File: src/rtl/round_sequencer.sv
// round_sequencer: one game of the LED memory game, from pattern generation to final score.
// Latency: gen_done->show_start 1 cycle, show_done->inp_start 1 cycle, inp_done->last_win 2 cycles.
// Backpressure: none; start/done are single-cycle pulses, stray done pulses are dropped, abort always wins.
module round_sequencer #(
  parameter int MAX_LEN        = 16,
  parameter int SYM_W          = 3,
  parameter int LEN_L1         = 8,
  parameter int LEN_L2         = 12,
  parameter int LEN_L3         = 16,
  parameter int NUM_ROUNDS     = 10,
  parameter int POINTS         = 10,
  parameter int GAP_CYCLES     = 500,
  parameter int TIMEOUT_CYCLES = 5000,
  parameter int SCORE_W        = 9
) (
  input  logic                     clk_1,
  input  logic                     rst,
  input  logic [2:0]               level,
  input  logic                     game_start,
  input  logic                     abort,
  output logic                     gen_start,
  input  logic                     gen_done,
  output logic                     show_start,
  input  logic                     show_done,
  output logic                     inp_start,
  input  logic                     inp_done,
  input  logic [MAX_LEN*SYM_W-1:0] pattern,
  input  logic [MAX_LEN*SYM_W-1:0] user_inp,
  output logic [4:0]               round_idx,
  output logic [4:0]               correct_cnt,
  output logic [SCORE_W-1:0]       score,
  output logic                     last_win,
  output logic                     timed_out,
  output logic                     busy,
  output logic                     game_over
);

  localparam int LEN_W   = $clog2(MAX_LEN + 1);
  localparam int TMR_MAX = (GAP_CYCLES > TIMEOUT_CYCLES) ? GAP_CYCLES : TIMEOUT_CYCLES;
  localparam int TMR_W   = $clog2(TMR_MAX + 1);

  localparam logic [TMR_W-1:0] GAP_LAST = TMR_W'(GAP_CYCLES - 1);
  localparam logic [TMR_W-1:0] TO_LAST  = (TIMEOUT_CYCLES == 0) ? '0 : TMR_W'(TIMEOUT_CYCLES - 1);
  localparam logic [TMR_W-1:0] TMR_FULL = '1;

  // Reject parameter sets the counters and score register cannot represent.
  if ((NUM_ROUNDS < 1) || (NUM_ROUNDS > 31)) begin : g_chk_rounds
    $error("round_sequencer: NUM_ROUNDS must be in 1..31");
  end
  if (NUM_ROUNDS * POINTS >= (2 ** SCORE_W)) begin : g_chk_score
    $error("round_sequencer: SCORE_W too narrow for NUM_ROUNDS*POINTS");
  end
  if (GAP_CYCLES < 1) begin : g_chk_gap
    $error("round_sequencer: GAP_CYCLES must be at least 1");
  end
  if ((LEN_L1 > MAX_LEN) || (LEN_L2 > MAX_LEN) || (LEN_L3 > MAX_LEN)) begin : g_chk_len
    $error("round_sequencer: level lengths must not exceed MAX_LEN");
  end

  typedef enum logic [2:0] {
    ST_IDLE  = 3'd0,
    ST_GEN   = 3'd1,
    ST_SHOW  = 3'd2,
    ST_INPUT = 3'd3,
    ST_CHECK = 3'd4,
    ST_GAP   = 3'd5,
    ST_DONE  = 3'd6
  } state_t;

  state_t              r_state;
  state_t              w_state_nxt;

  logic [LEN_W-1:0]    r_len;
  logic [TMR_W-1:0]    r_timer;
  logic                r_force_loss;
  logic [4:0]          r_round_idx;
  logic [4:0]          r_correct_cnt;
  logic [SCORE_W-1:0]  r_score;
  logic                r_last_win;
  logic                r_timed_out;
  logic                r_gen_start;
  logic                r_show_start;
  logic                r_inp_start;

  logic [LEN_W-1:0]    w_len_sel;
  logic                w_level_ok;
  logic                w_new_game;
  logic                w_gen_start_nxt;
  logic                w_show_start_nxt;
  logic                w_inp_start_nxt;
  logic                w_timeout;
  logic                w_to_hit;
  logic                w_gap_end;
  logic                w_last_round;
  logic                w_match;
  logic                w_win;
  logic [4:0]          w_cnt_final;

  // Decode the one-hot level into an active pattern length; anything else is illegal.
  always_comb begin
    w_len_sel  = '0;
    w_level_ok = 1'b0;
    case (level)
      3'b001: begin w_len_sel = LEN_W'(LEN_L1); w_level_ok = 1'b1; end
      3'b010: begin w_len_sel = LEN_W'(LEN_L2); w_level_ok = 1'b1; end
      3'b100: begin w_len_sel = LEN_W'(LEN_L3); w_level_ok = 1'b1; end
      default: begin w_len_sel = '0; w_level_ok = 1'b0; end
    endcase
  end

  // Slot-by-slot compare over the active length only; slots at or beyond len are don't-care.
  always_comb begin
    w_match = 1'b1;
    for (int k = 0; k < MAX_LEN; k++) begin
      if ((k < int'(r_len)) && (pattern[k*SYM_W +: SYM_W] != user_inp[k*SYM_W +: SYM_W])) begin
        w_match = 1'b0;
      end
    end
  end

  assign w_win        = w_match && !r_force_loss;
  assign w_cnt_final  = r_correct_cnt + {4'd0, w_win};
  assign w_last_round = ((r_round_idx + 5'd1) == 5'(NUM_ROUNDS));
  assign w_to_hit     = (TIMEOUT_CYCLES != 0) && (r_timer == TO_LAST);
  assign w_gap_end    = (r_timer == GAP_LAST);

  // State register.
  always_ff @(posedge clk_1 or negedge rst) begin
    if (!rst) begin
      r_state <= ST_IDLE;
    end else begin
      r_state <= w_state_nxt;
    end
  end

  // Next-state and one-shot start requests; abort overrides every other decision.
  always_comb begin
    w_state_nxt      = r_state;
    w_new_game       = 1'b0;
    w_gen_start_nxt  = 1'b0;
    w_show_start_nxt = 1'b0;
    w_inp_start_nxt  = 1'b0;
    w_timeout        = 1'b0;
    case (r_state)
      ST_IDLE, ST_DONE: begin
        if (game_start && w_level_ok) begin
          w_state_nxt     = ST_GEN;
          w_new_game      = 1'b1;
          w_gen_start_nxt = 1'b1;
        end
      end
      ST_GEN: begin
        if (gen_done) begin
          w_state_nxt      = ST_SHOW;
          w_show_start_nxt = 1'b1;
        end
      end
      ST_SHOW: begin
        if (show_done) begin
          w_state_nxt     = ST_INPUT;
          w_inp_start_nxt = 1'b1;
        end
      end
      ST_INPUT: begin
        if (inp_done) begin
          w_state_nxt = ST_CHECK;
        end else if (w_to_hit) begin
          w_state_nxt = ST_CHECK;
          w_timeout   = 1'b1;
        end
      end
      ST_CHECK: begin
        w_state_nxt = w_last_round ? ST_DONE : ST_GAP;
      end
      ST_GAP: begin
        if (w_gap_end) begin
          w_state_nxt     = ST_GEN;
          w_gen_start_nxt = 1'b1;
        end
      end
      default: begin
        w_state_nxt = ST_IDLE;
      end
    endcase
    if (abort) begin
      w_state_nxt      = ST_IDLE;
      w_new_game       = 1'b0;
      w_gen_start_nxt  = 1'b0;
      w_show_start_nxt = 1'b0;
      w_inp_start_nxt  = 1'b0;
      w_timeout        = 1'b0;
    end
  end

  // Register the start pulses so each lands one cycle after the event that caused it.
  always_ff @(posedge clk_1 or negedge rst) begin
    if (!rst) begin
      r_gen_start  <= 1'b0;
      r_show_start <= 1'b0;
      r_inp_start  <= 1'b0;
    end else begin
      r_gen_start  <= w_gen_start_nxt;
      r_show_start <= w_show_start_nxt;
      r_inp_start  <= w_inp_start_nxt;
    end
  end

  // Shared cycle timer: counts INPUT wait and GAP length, zeroed on INPUT entry and in CHECK.
  always_ff @(posedge clk_1 or negedge rst) begin
    if (!rst) begin
      r_timer <= '0;
    end else if (abort || w_inp_start_nxt || (r_state == ST_CHECK)) begin
      r_timer <= '0;
    end else if (((r_state == ST_INPUT) || (r_state == ST_GAP)) && (r_timer != TMR_FULL)) begin
      r_timer <= r_timer + TMR_W'(1);
    end
  end

  // Game bookkeeping: level length, round/correct counters, score and result flags.
  always_ff @(posedge clk_1 or negedge rst) begin
    if (!rst) begin
      r_len         <= '0;
      r_force_loss  <= 1'b0;
      r_round_idx   <= '0;
      r_correct_cnt <= '0;
      r_score       <= '0;
      r_last_win    <= 1'b0;
      r_timed_out   <= 1'b0;
    end else if (abort) begin
      r_len         <= '0;
      r_force_loss  <= 1'b0;
      r_round_idx   <= '0;
      r_correct_cnt <= '0;
      r_score       <= '0;
      r_last_win    <= 1'b0;
      r_timed_out   <= 1'b0;
    end else begin
      if (w_new_game) begin
        r_len         <= w_len_sel;
        r_round_idx   <= '0;
        r_correct_cnt <= '0;
        r_score       <= '0;
        r_timed_out   <= 1'b0;
      end
      // A timed-out round is remembered until CHECK so it scores as a loss whatever user_inp holds.
      if (w_timeout) begin
        r_force_loss <= 1'b1;
        r_timed_out  <= 1'b1;
      end else if (w_inp_start_nxt) begin
        r_force_loss <= 1'b0;
      end
      if (r_state == ST_CHECK) begin
        r_last_win    <= w_win;
        r_correct_cnt <= w_cnt_final;
        r_round_idx   <= r_round_idx + 5'd1;
        // Score uses the post-round count so it is already valid on the first DONE cycle.
        if (w_last_round) begin
          r_score <= SCORE_W'(w_cnt_final) * SCORE_W'(POINTS);
        end
      end
    end
  end

  assign gen_start   = r_gen_start;
  assign show_start  = r_show_start;
  assign inp_start   = r_inp_start;
  assign round_idx   = r_round_idx;
  assign correct_cnt = r_correct_cnt;
  assign score       = r_score;
  assign last_win    = r_last_win;
  assign timed_out   = r_timed_out;
  assign busy        = (r_state != ST_IDLE) && (r_state != ST_DONE);
  assign game_over   = (r_state == ST_DONE);

endmodule

File: config.mk
export PLATFORM = sky130hd
export DESIGN_NAME = round_sequencer
export DESIGN_NICKNAME = d
export VERILOG_FILES = /design/src/rtl/round_sequencer.sv
export SDC_FILE = /design/constraint.sdc
export NUM_CORES = 1
export LEC_CHECK = 0
export BUFFER_PORTS_ARGS = -buffer_cell sky130_fd_sc_hd__buf_2
export CAP_MARGIN = 25
export CELL_PAD_IN_SITES_DETAIL_PLACEMENT = 1
export CELL_PAD_IN_SITES_GLOBAL_PLACEMENT = 1
export CORE_UTILIZATION = 35
export DETAILED_ROUTE_END_ITERATION = 8
export GPL_ROUTABILITY_DRIVEN = 0
export MAX_ROUTING_LAYER = met4
export PLACE_DENSITY_LB_ADDON = 0.1
export SLEW_MARGIN = 20
export SYNTH_ARGS = -nofsm -noshare
export SYNTH_HDL_FRONTEND = slang
export SYNTH_SLANG_ARGS = --single-unit
File: constraint.sdc
create_clock -name clk_1 -period 3.2 [get_ports clk_1]
set_input_delay 0 -clock clk_1 [delete_from_list [all_inputs] [get_ports clk_1]]
set_output_delay 0 -clock clk_1 [all_outputs]
set_load 0.02 [all_outputs]
# Yosys cells after proc, flatten, opt, wreduce, memory -nomap -nowiden
# Index checks and enable logic that the tools add are counted.
[word_totals]
register_bits = 46
output_inout_bits = 26
inputBits = 106
word_cells = 166
[classes]
n_eq_ne = 35
n_mul = 1
mux = 64
addsub = 3
magnitude_cmp = 16
n_reduce_logical = 35
[ops]
columns = ["op", "n"]
rows = [
  ["$ne 3x3->1", 16],
  ["$lt 4x5->1 const A", 8],
  ["$mux 1", 40],
  ["$mux 9", 4],
  ["$mux 5", 7],
  ["$mux 13", 2],
  ["$mux 3", 7],
  ["$logic_and 1x1->1", 20],
  ["$lt 3x5->1 const A", 4],
  ["$pmux 3 s6", 1],
  ["$ne 3x3->1 const B", 5],
  ["$pmux 5 s3", 1],
  ["$add 13x1->13 const B", 1],
  ["$eq 13x13->1 const B", 1],
  ["$eq 13x9->1 const B", 1],
  ["$ne 13x13->1 const B", 1],
  ["$eq 3x3->1 const B", 4],
  ["$reduce_bool 3->1", 4],
  ["$lt 1x5->1 const A", 2],
  ["$lt 2x5->1 const A", 2],
  ["$eq 3x2->1 const B", 3],
  ["$mul 5x3->8 const B", 1],
  ["$eq 3x1->1 const B", 2],
  ["$reduce_bool 2->1", 3],
  ["other kinds (12)", 14],
]

# Longest topological paths before layout
# Gate-level depths: netlist of the first run.
[logic_depth]
depth_word = 24
mapped_depth = 17
ltp_nobuf = 17

# Worst setup path after synthesis of the first run
# No wires, ideal clock.
[synth_path]
kind = "in2reg"
startpoint = "in user_inp[41]"
endpoint = "reg r_score[8], in the netlist score[8]"
t_arrival_ns = 2.888
n_path_buf = 0
setup_ns = 0.077
t_required_ns = 3.123
slack_ns = 0.234
cell_stages = 16
path_cell_list = "xor2_1 -> nor4_1 -> nand3_1 -> a211o_1 -> a211oi_1 -> ha_1 -> ha_1 -> xor2_1 -> and2_1 -> ha_1 -> inv_1 -> fa_1 -> inv_1 -> a21oi_1 -> or3_1 -> a21oi_1"
[synth_via]
elab_chain_cells = 11
[synth_lines]
columns = ["item", "line_no", "rtl"]
rows = [
  ["start, declared", "28", "input logic [MAX_LEN*SYM_W-1:0] user_inp,"],
  ["$ne 3x3->1", "115", "if ((k < int'(r_len)) && (pattern[k*SYM_W +: SYM_W] != user_inp[k*SYM_W +: SYM_W])) begin"],
  ["$logic_and 1x1->1", "115", ""],
  ["$mux 1 (3 in series)", "115", ""],
  ["$logic_and 1x1->1", "121", "assign w_win = w_match && !r_force_loss;"],
  ["$add 5x1->5", "122", "assign w_cnt_final = r_correct_cnt + {4'd0, w_win};"],
  ["$mul 5x3->8", "258", "r_score <= SCORE_W'(w_cnt_final) * SCORE_W'(POINTS);"],
  ["$mux 9", "257", "if (w_last_round) begin"],
  ["$mux 9", "252", "if (r_state == ST_CHECK) begin"],
  ["$mux 9", "229", "end else if (abort) begin"],
  ["end signal, assigned", "258", ""],
  ["end, declared", "78", "logic [SCORE_W-1:0] r_score;"],
]
# Every way passes these cells.
# A chain may end at the register's enable or synchronous reset.

# Worst setup path in the final report of the first run
[layout_path]
startpoint = "reg r_len[2]"
endpoint = "reg r_score[8], in the netlist score[8]"
[layout_via]
elab_chain_cells = 24
[layout_lines]
columns = ["item", "line_no", "rtl"]
rows = [
  ["start, declared", "73", "logic [LEN_W-1:0] r_len;"],
  ["start signal, assigned", "239", "r_len <= w_len_sel;"],
  ["$lt 1x5->1", "115", ""],
  ["$logic_and 1x1->1", "115", ""],
  ["$mux 1 (15 in series)", "115", ""],
  ["$mux 1 *", "115", ""],
  ["$logic_and 1x1->1 *", "121", ""],
  ["$add 5x1->5 *", "122", ""],
  ["$mul 5x3->8 *", "258", ""],
  ["$mux 9 *", "257", ""],
  ["$mux 9 *", "252", ""],
  ["$mux 9 *", "229", ""],
]
# Mark *: on every way between the ends. The rest lies on a longest branch, timed or not.

==> results.txt, run 1 <==
* Critical path peak fanout: 3
* Net count, final: 594
- Path type of the worst min-delay path: in -> reg
- The synthesized design contains 0 enable-type register cells.
- Counting along the longest clock path gives a buffer depth of 2.
- DR vias/cell: 5.14
- Area share of the largest cell type after synthesis: 0.358
* Number of buffers created by CTS: 5
* Total number of vias: 2,992
* Worst skew pair latency: 0.29 ns
- The worst pin sits at a relative slew slack of 0.528.
- Violation count after the first detailed-route iteration: 85
* Share of synthesized flip-flops with an asynchronous set or reset: 1.00
* GRT Residual Overflow: 0
* Area of the placeable core: 0.00838 mm²
- Final min period: 3.00 ns
- Warnings from Yosys: 0
- Nets in the synthesized netlist: 454
- Post-Route WL: 9180 µm
- In the final layout, the share of cells above drive strength 1 is 0.361.
* CP Class: reg -> reg
* CTS HTree Levels: 2
* Post-synthesis sequential element count: 44
- Pwr dens: 361 mW/mm²
- At the worst endpoint, the arrival time is 3.22 ns.
- In the final routed layout, each cell accounts on average for 15.8 µm.
- Port Buf Inserts: 131
- For this design, the sink count on the clock tree is 44.
- OpenSTA, run right after detailed placement, puts the worst setup slack at -0.271 ns.
- Cell types occupying the most area after synthesis: sky130_fd_sc_hd__dfrtp_1 (36%), sky130_fd_sc_hd__xor2_1 (16%), sky130_fd_sc_hd__a21oi_1 (4.1%)
- Avg Synthesized Cell Area: 9.14 µm²
* Pin count of the biggest net entering global routing: 29
- Antenna violations before repair: 0
* Initial Utilization: 0.367
- Wire length of the first global-routing pass: 15,300 µm
- Among all flip-flop cells after synthesis, the most frequent one is sky130_fd_sc_hd__dfrtp_1.
* Number of instances in the synthesized netlist: 337
* Actual slew at the worst max-slew pin: 0.707 ns
* Leakage power: 1.99 nW
* Result of the run: finished, final reports clean
- Max IR drop VDD: 275 µV
- Total standard cell area after synthesis: 0.00308 mm²
- Cell at the root of the clock tree: sky130_fd_sc_hd__clkbuf_8
- After legalization and detailed placement, the total HPWL measured 7360 µm.
- Tcrit/Tclk final: 0.936
- After synthesis, the most frequently instantiated cells are sky130_fd_sc_hd__xor2_1 (57), sky130_fd_sc_hd__dfrtp_1 (44), sky130_fd_sc_hd__nand2_1 (28).
- Worst setup EP type: flip-flop
- In this run the remaining antenna-violating nets after routing total 0.
* Via count of the first global-routing pass: 3,194
- Element type at the critical path start: flip-flop
- Endpoints failing hold: 0
* Distinct cell type count after synthesis: 53
- CTS tree: done
- The repair_antennas step left the layout with diodes totalling 0.
- For flop-to-flop paths, the worst setup slack is 0.20 ns.
- Height of the die: 95.8 µm
- In this run the horizontal extent of the chip is 95.8 µm.
* Ports placed on the boundary: 132
- Dominant cell by count in the synthesized netlist: sky130_fd_sc_hd__xor2_1
* Post-synth top area cell: sky130_fd_sc_hd__dfrtp_1
- Worst clock skew: 0.00315 ns
* Count of endpoints failing setup in the final report: 0
- On the final layout, the worst hold slack is 0.0803 ns.
- Max-cap violations in this run came to 0.
- The number of pins with negative max-slew slack in the final report is 0.
* Setup repair after global routing missed its margin: no
* Drc violations: 0
* Clock edge transition at the registers on the reported setup and hold paths: 0.08 ns
* Required time at the endpoint of the critical path: 3.42 ns
* Max Freq: 0.334 GHz
- GRT Resource Usage Total: 0.222
- Std-Cell Rows: 33
- Die Footprint: 0.00918 mm²
- The first detailed-routing pass took 4 iterations.
- Synth-to-layout area growth: 32.3%
* Setup ws final: 0.204 ns
- Seq/Total Area, Yosys: 0.358
logic make-up after synthesis:
family                     count (synthesis)  synth area share
AOI/OAI and AO/OA                         55             0.109
buffers and inverters                     18            0.0313
muxes                                      4            0.0130
adders and majority gates                 11            0.0471
and+or+nand+nor                          136             0.246
DFF                                       44             0.358
xor gates and xnor gates                  69             0.196
power breakdown:
| part | leakage [nW] | internal (W) | switching, W |
|---|---|---|---|
| Combinational | 1.33 | 0.000189 | 0.000249 |
| Clock | 0.0503 | 0.000193 | 0.000193 |
| Sequential | 0.612 | 0.000581 | 0.0000655 |
| Total | 1.99 | 0.000963 | 0.000507 |
cell type report:
cell class | count | area, µm²
clock buffer | 7 | 96.3
fill | 1031 | 4310
inverter | 8 | 30.0
multi-input combinational | 275 | 1950
sequential | 44 | 1100
tap | 105 | 131
timing repair buffer | 143 | 768
repair_timing:
item / in CTS / in global routing
resized for setup: 0 / 14
endpoints found under the setup margin: 0 / 4
buffers inserted: 0 / 1
hold buffers: 4 / 0
endpoints found under the hold margin: 20 / 0
worst max-delay path, stage by stage (launching register included):
cell	delay, ns
sky130_fd_sc_hd__dfrtp_1	0.41
sky130_fd_sc_hd__a211o_1	0.33
sky130_fd_sc_hd__a211oi_2	0.27
sky130_fd_sc_hd__ha_2	0.26
sky130_fd_sc_hd__nand3_2	0.10
sky130_fd_sc_hd__xnor2_2	0.16
sky130_fd_sc_hd__ha_1	0.30
sky130_fd_sc_hd__ha_2	0.17
sky130_fd_sc_hd__inv_1	0.05
sky130_fd_sc_hd__fa_2	0.34
sky130_fd_sc_hd__inv_1	0.06
sky130_fd_sc_hd__a21oi_1	0.05
sky130_fd_sc_hd__or3_1	0.30
sky130_fd_sc_hd__a21oi_1	0.13
registers in the layout, summed over array words and instances (netlist names), 3 cells and up:
| name | cells |
|---|---|
| r_timer | 13 |
| score | 9 |
| correct_cnt | 5 |
| round_idx | 5 |
| r_len | 3 |
| r_state | 3 |
layer usage:
layer	part of all wire	global-route usage	up-vias	wire length, µm
li1	-	-	1455	-
met1	0.43	0.264	1479	3970
met2	0.53	0.394	45	4880
met3	0.021	0.0300	13	196
met4	0.015	0.0547	0	141
met5	0	-	-	0
path summary, 6_finish.rpt:
kind,start,to,cells after the start
max,r_len[2],score[8],13
min,level[2],r_len[3],4
max reg2reg,r_len[2],score[8],13
min reg2reg,timed_out,timed_out,2
max in group asynchronous,rst,r_timer[10],3
min in group asynchronous,rst,score[7],2
placed cells by master, fill, tap and decap left out, drive strengths merged, types with 7 or more instances in the layout:
| cell type | n |
|---|---|
| nand3 | 23 |
| xor2 | 57 |
| o21ai | 16 |
| ha | 10 |
| nor3 | 8 |
| buf | 139 |
| a21oi | 25 |
| nor2 | 23 |
| dfrtp | 44 |
| nor4 | 14 |
| nand2 | 28 |
| clkbuf | 7 |
| inv | 8 |
| xnor2 | 12 |
through the flow:
step	instances	instance area, µm²	total power, W	TNS, ns	util
6_report	582	4080	0.00147	0	0.486
5_1_grt	582	4080	0.00156	0	0.486
4_1_cts	581	4000	0.00148	0	0.477
3_5_place_dp	570	3860	0.00108	-0.911	0.461
3_3_place_gp	569	3840	0.00107	-0.556	0.459
2_1_floorplan	337	3080	0.000914	0	-
Note: power is estimated with default switching activity, not from simulation.
==> run 2, diff against run 1 <==
--- a/config.mk
+++ b/config.mk
@@ -9,11 +9,12 @@
 export CAP_MARGIN = 25
 export CELL_PAD_IN_SITES_DETAIL_PLACEMENT = 1
 export CELL_PAD_IN_SITES_GLOBAL_PLACEMENT = 1
+export CORE_MARGIN = 2
 export CORE_UTILIZATION = 35
 export DETAILED_ROUTE_END_ITERATION = 8
 export GPL_ROUTABILITY_DRIVEN = 0
 export MAX_ROUTING_LAYER = met4
-export PLACE_DENSITY_LB_ADDON = 0.1
+export PLACE_DENSITY_LB_ADDON = 0.08
 export SLEW_MARGIN = 20
 export SYNTH_ARGS = -nofsm -noshare
 export SYNTH_HDL_FRONTEND = slang
==> run 2 against run 1 <==
Sequential cell count did not move. Critical endpoint unchanged. Global-route usage shrank 2.0 points. Die area is 4.2% higher. Largest power group unchanged. Critical path type is now in -> reg.
==> results.txt, run 2 (same netlist as run 1, synthesis figures left out) <==
* Average wire per standard cell: 15.4 µm (-2.5%)
* Max Freq: 0.330 GHz (-1.2%)
* Total of fill cells in the finished design: 1,073 (+4.1%)
* Pin count of the biggest net entering global routing: 26 (-10%)
* Post-Route WL: 9030 µm (-1.6%)
- Max reg flops: 13 (unchanged)
- The power density over the cells is 356 mW/mm² (-1.3%).
- The critical path in this run is classified as in -> reg.
* Drc violations: 0 (unchanged)
* Wire length of the first global-routing pass: 15,400 µm (+0.58%)
* Element type at the critical path start: input pin
- Clock edge transition at the registers on the reported setup and hold paths: 0.09 ns (about the same)
* Worst skew pair latency: 0.30 ns (about the same)
- The net count reported at finish is 595 (+0.17%).
* Number of buffers created by CTS: 5 (unchanged)
- CTS HTree Levels: 2 (unchanged)
- The final global-route overflow total is 0 (unchanged).
- Biggest register: r_timer
- TritonCTS built the clock tree.
- Most frequent standard cell in the layout excluding fill and tap cells: sky130_fd_sc_hd__buf_2
- The data required time of the worst path came to 3.42 ns (about the same).
- The worst hold path belongs to the class in -> reg.
- The maximum vdd ir drop was 272 µV (-0.84%).
- The number of nets with antenna violations after routing is 0 (unchanged).
* Endpoints failing hold: 0 (unchanged)
* Ports placed on the boundary: 132 (unchanged)
- Cell at the root of the clock tree: sky130_fd_sc_hd__clkbuf_8
* Result of the run: finished, final reports clean
- Critical path peak fanout: 2 (-1)
- Setup repair after global routing missed its margin: yes
- GRT Resource Usage Total: 0.202 (-0.0196)
* Antenna violations before repair: 0 (unchanged)
* Die boundary width: 97.8 µm (+2.1%)
- The site row count is 34 (+3.0%).
- The power consumption is 0.00144 W (-1.9%).
- Height of the die: 97.8 µm (+2.1%)
- The transition at the pin with the smallest max-transition slack came to 0.705 ns (-0.00253 ns).
* Longest Clk Path Bufs: 2 (unchanged)
* Final-report max-slew violation count: 0 (unchanged)
- The number of clock sinks was 44 (unchanged).
- Count of endpoints failing setup in the final report: 0 (unchanged)
- Via count of the first global-routing pass: 3,152 (-1.3%)
* Violation count after the first detailed-route iteration: 101 (+19%)
- Util after Layout: 0.469 (-0.0171)
- The top cell types in the final layout, fill and taps aside, are sky130_fd_sc_hd__buf_2 (131), sky130_fd_sc_hd__xor2_1 (56), sky130_fd_sc_hd__dfrtp_1 (44).
- The via count of the routed design came to 2,984 (-0.27%).
* Finished layout cell area: 0.00405 mm² (-0.58%)
* DR vias/cell: 5.08 (-1.1%)
- Worst setup EP type: flip-flop
- The setup clock skew after layout was 0.00896 ns (+0.00581 ns).
- The total die area is 0.00956 mm² (+4.2%).
* Layout cell share with drive strength beyond 1: 0.351 (-0.00986)
- Compared with the post-synthesis result, the final layout area differs by 31.6%.
- The worst relative slew slack was 0.529 (+0.00169).
- Area of placed instances: 0.00388 mm² (+0.49%)
* Crit path arrival time: 3.26 ns (+0.04 ns)
- The final period demand of the worst path was 3.03 ns (+0.0359 ns).
- The portion of the clock cycle consumed by the worst path in the final layout is 0.947 (+0.0112).
- Combined flip-flop and latch cell area: 0.00110 mm² (unchanged)
* Length of the first detailed-routing pass in iterations: 4 (unchanged)
- The count of buffers from port buffering is 131 (unchanged).
- Leakage power: 2.00 nW (+0.20%)
* Number of antenna repair diodes: 0 (unchanged)
- Area of the placeable core: 0.00864 mm² (+3.0%)
- Detailed placement HPWL: 7250 µm (-1.5%)
- The starting utilization of the core area came to 0.357 (-0.0108).
- The multi-input gate area in the final layout is 0.00192 mm² (-1.5%).
- The max capacitance violation total was 0 (unchanged).
-- run 2: area by class of cell --
type                            instances  area share
Timing Repair Buffer                  144       0.191
Inverter                                8     0.00741
Clock buffer                            8      0.0222
Multi-Input combinational cell        275       0.474
Sequential cell                        44       0.272
Tap cell                              108      0.0334
-- run 2: worst max-delay path, cell delays in order --
cell and delay, ns:
sky130_fd_sc_hd__buf_2 0.10, sky130_fd_sc_hd__xor2_1 0.15, sky130_fd_sc_hd__nor4_1 0.33, sky130_fd_sc_hd__nand3_1 0.18
sky130_fd_sc_hd__a211o_1 0.35, sky130_fd_sc_hd__a211oi_2 0.24, sky130_fd_sc_hd__ha_2 0.23, sky130_fd_sc_hd__nand3_1 0.12
sky130_fd_sc_hd__xnor2_2 0.17, sky130_fd_sc_hd__ha_1 0.29, sky130_fd_sc_hd__ha_1 0.16, sky130_fd_sc_hd__inv_1 0.06
sky130_fd_sc_hd__fa_2 0.34, sky130_fd_sc_hd__inv_1 0.07, sky130_fd_sc_hd__a21oi_1 0.05, sky130_fd_sc_hd__or3_1 0.30
sky130_fd_sc_hd__a21oi_1 0.12
-- run 2: what timing repair did --
item | in CTS | in global routing
gates resized for setup | 0 | 9
endpoints found under the hold margin | 23 | 0
buffers inserted | 0 | 0
hold buffers | 4 | 0
endpoints found under the setup margin | 0 | 3
-- run 2: per-layer routing --
metal,share of wire,track usage
met1,0.42,0.248
met2,0.53,0.348
met5,0,-
met3,0.032,0.0322
met4,0.021,0.0534
-- run 2: worst paths after layout --
kind / from / end / slack (ns) / cells past startpoint
min reg2reg: timed_out / timed_out / 0.50 / 2
min: level[0] / r_len[4] / 0.07 / 4
min in group asynchronous: rst / r_len[4] / 0.21 / 2
max: user_inp[40] / score[8] / 0.17 / 17
max in group asynchronous: rst / r_timer[3] / 2.47 / 3
max reg2reg: r_len[2] / score[8] / 0.19 / 13
-- run 2: per-stage QoR --
stage | TNS (ns) | worst slack [ns] | std cells | hold slack [ns]
floorplan | 0 | 0.234 | 337 | -0.296
global placement | -0.553 | -0.210 | 574 | 0.246
detailed placement | -0.762 | -0.244 | 575 | 0.00355
CTS | 0 | 0.0538 | 587 | 0.0698
global route | -0.0732 | -0.0355 | 587 | 0.0954
finish | 0 | 0.168 | 587 | 0.0739
-- run 2: report_power, final --
group / internal, W / switching (W) / total, W
logic: 0.000189 / 0.000237 / 0.000426
registers: 0.000581 / 0.0000624 / 0.000644
clock network: 0.000177 / 0.000196 / 0.000373
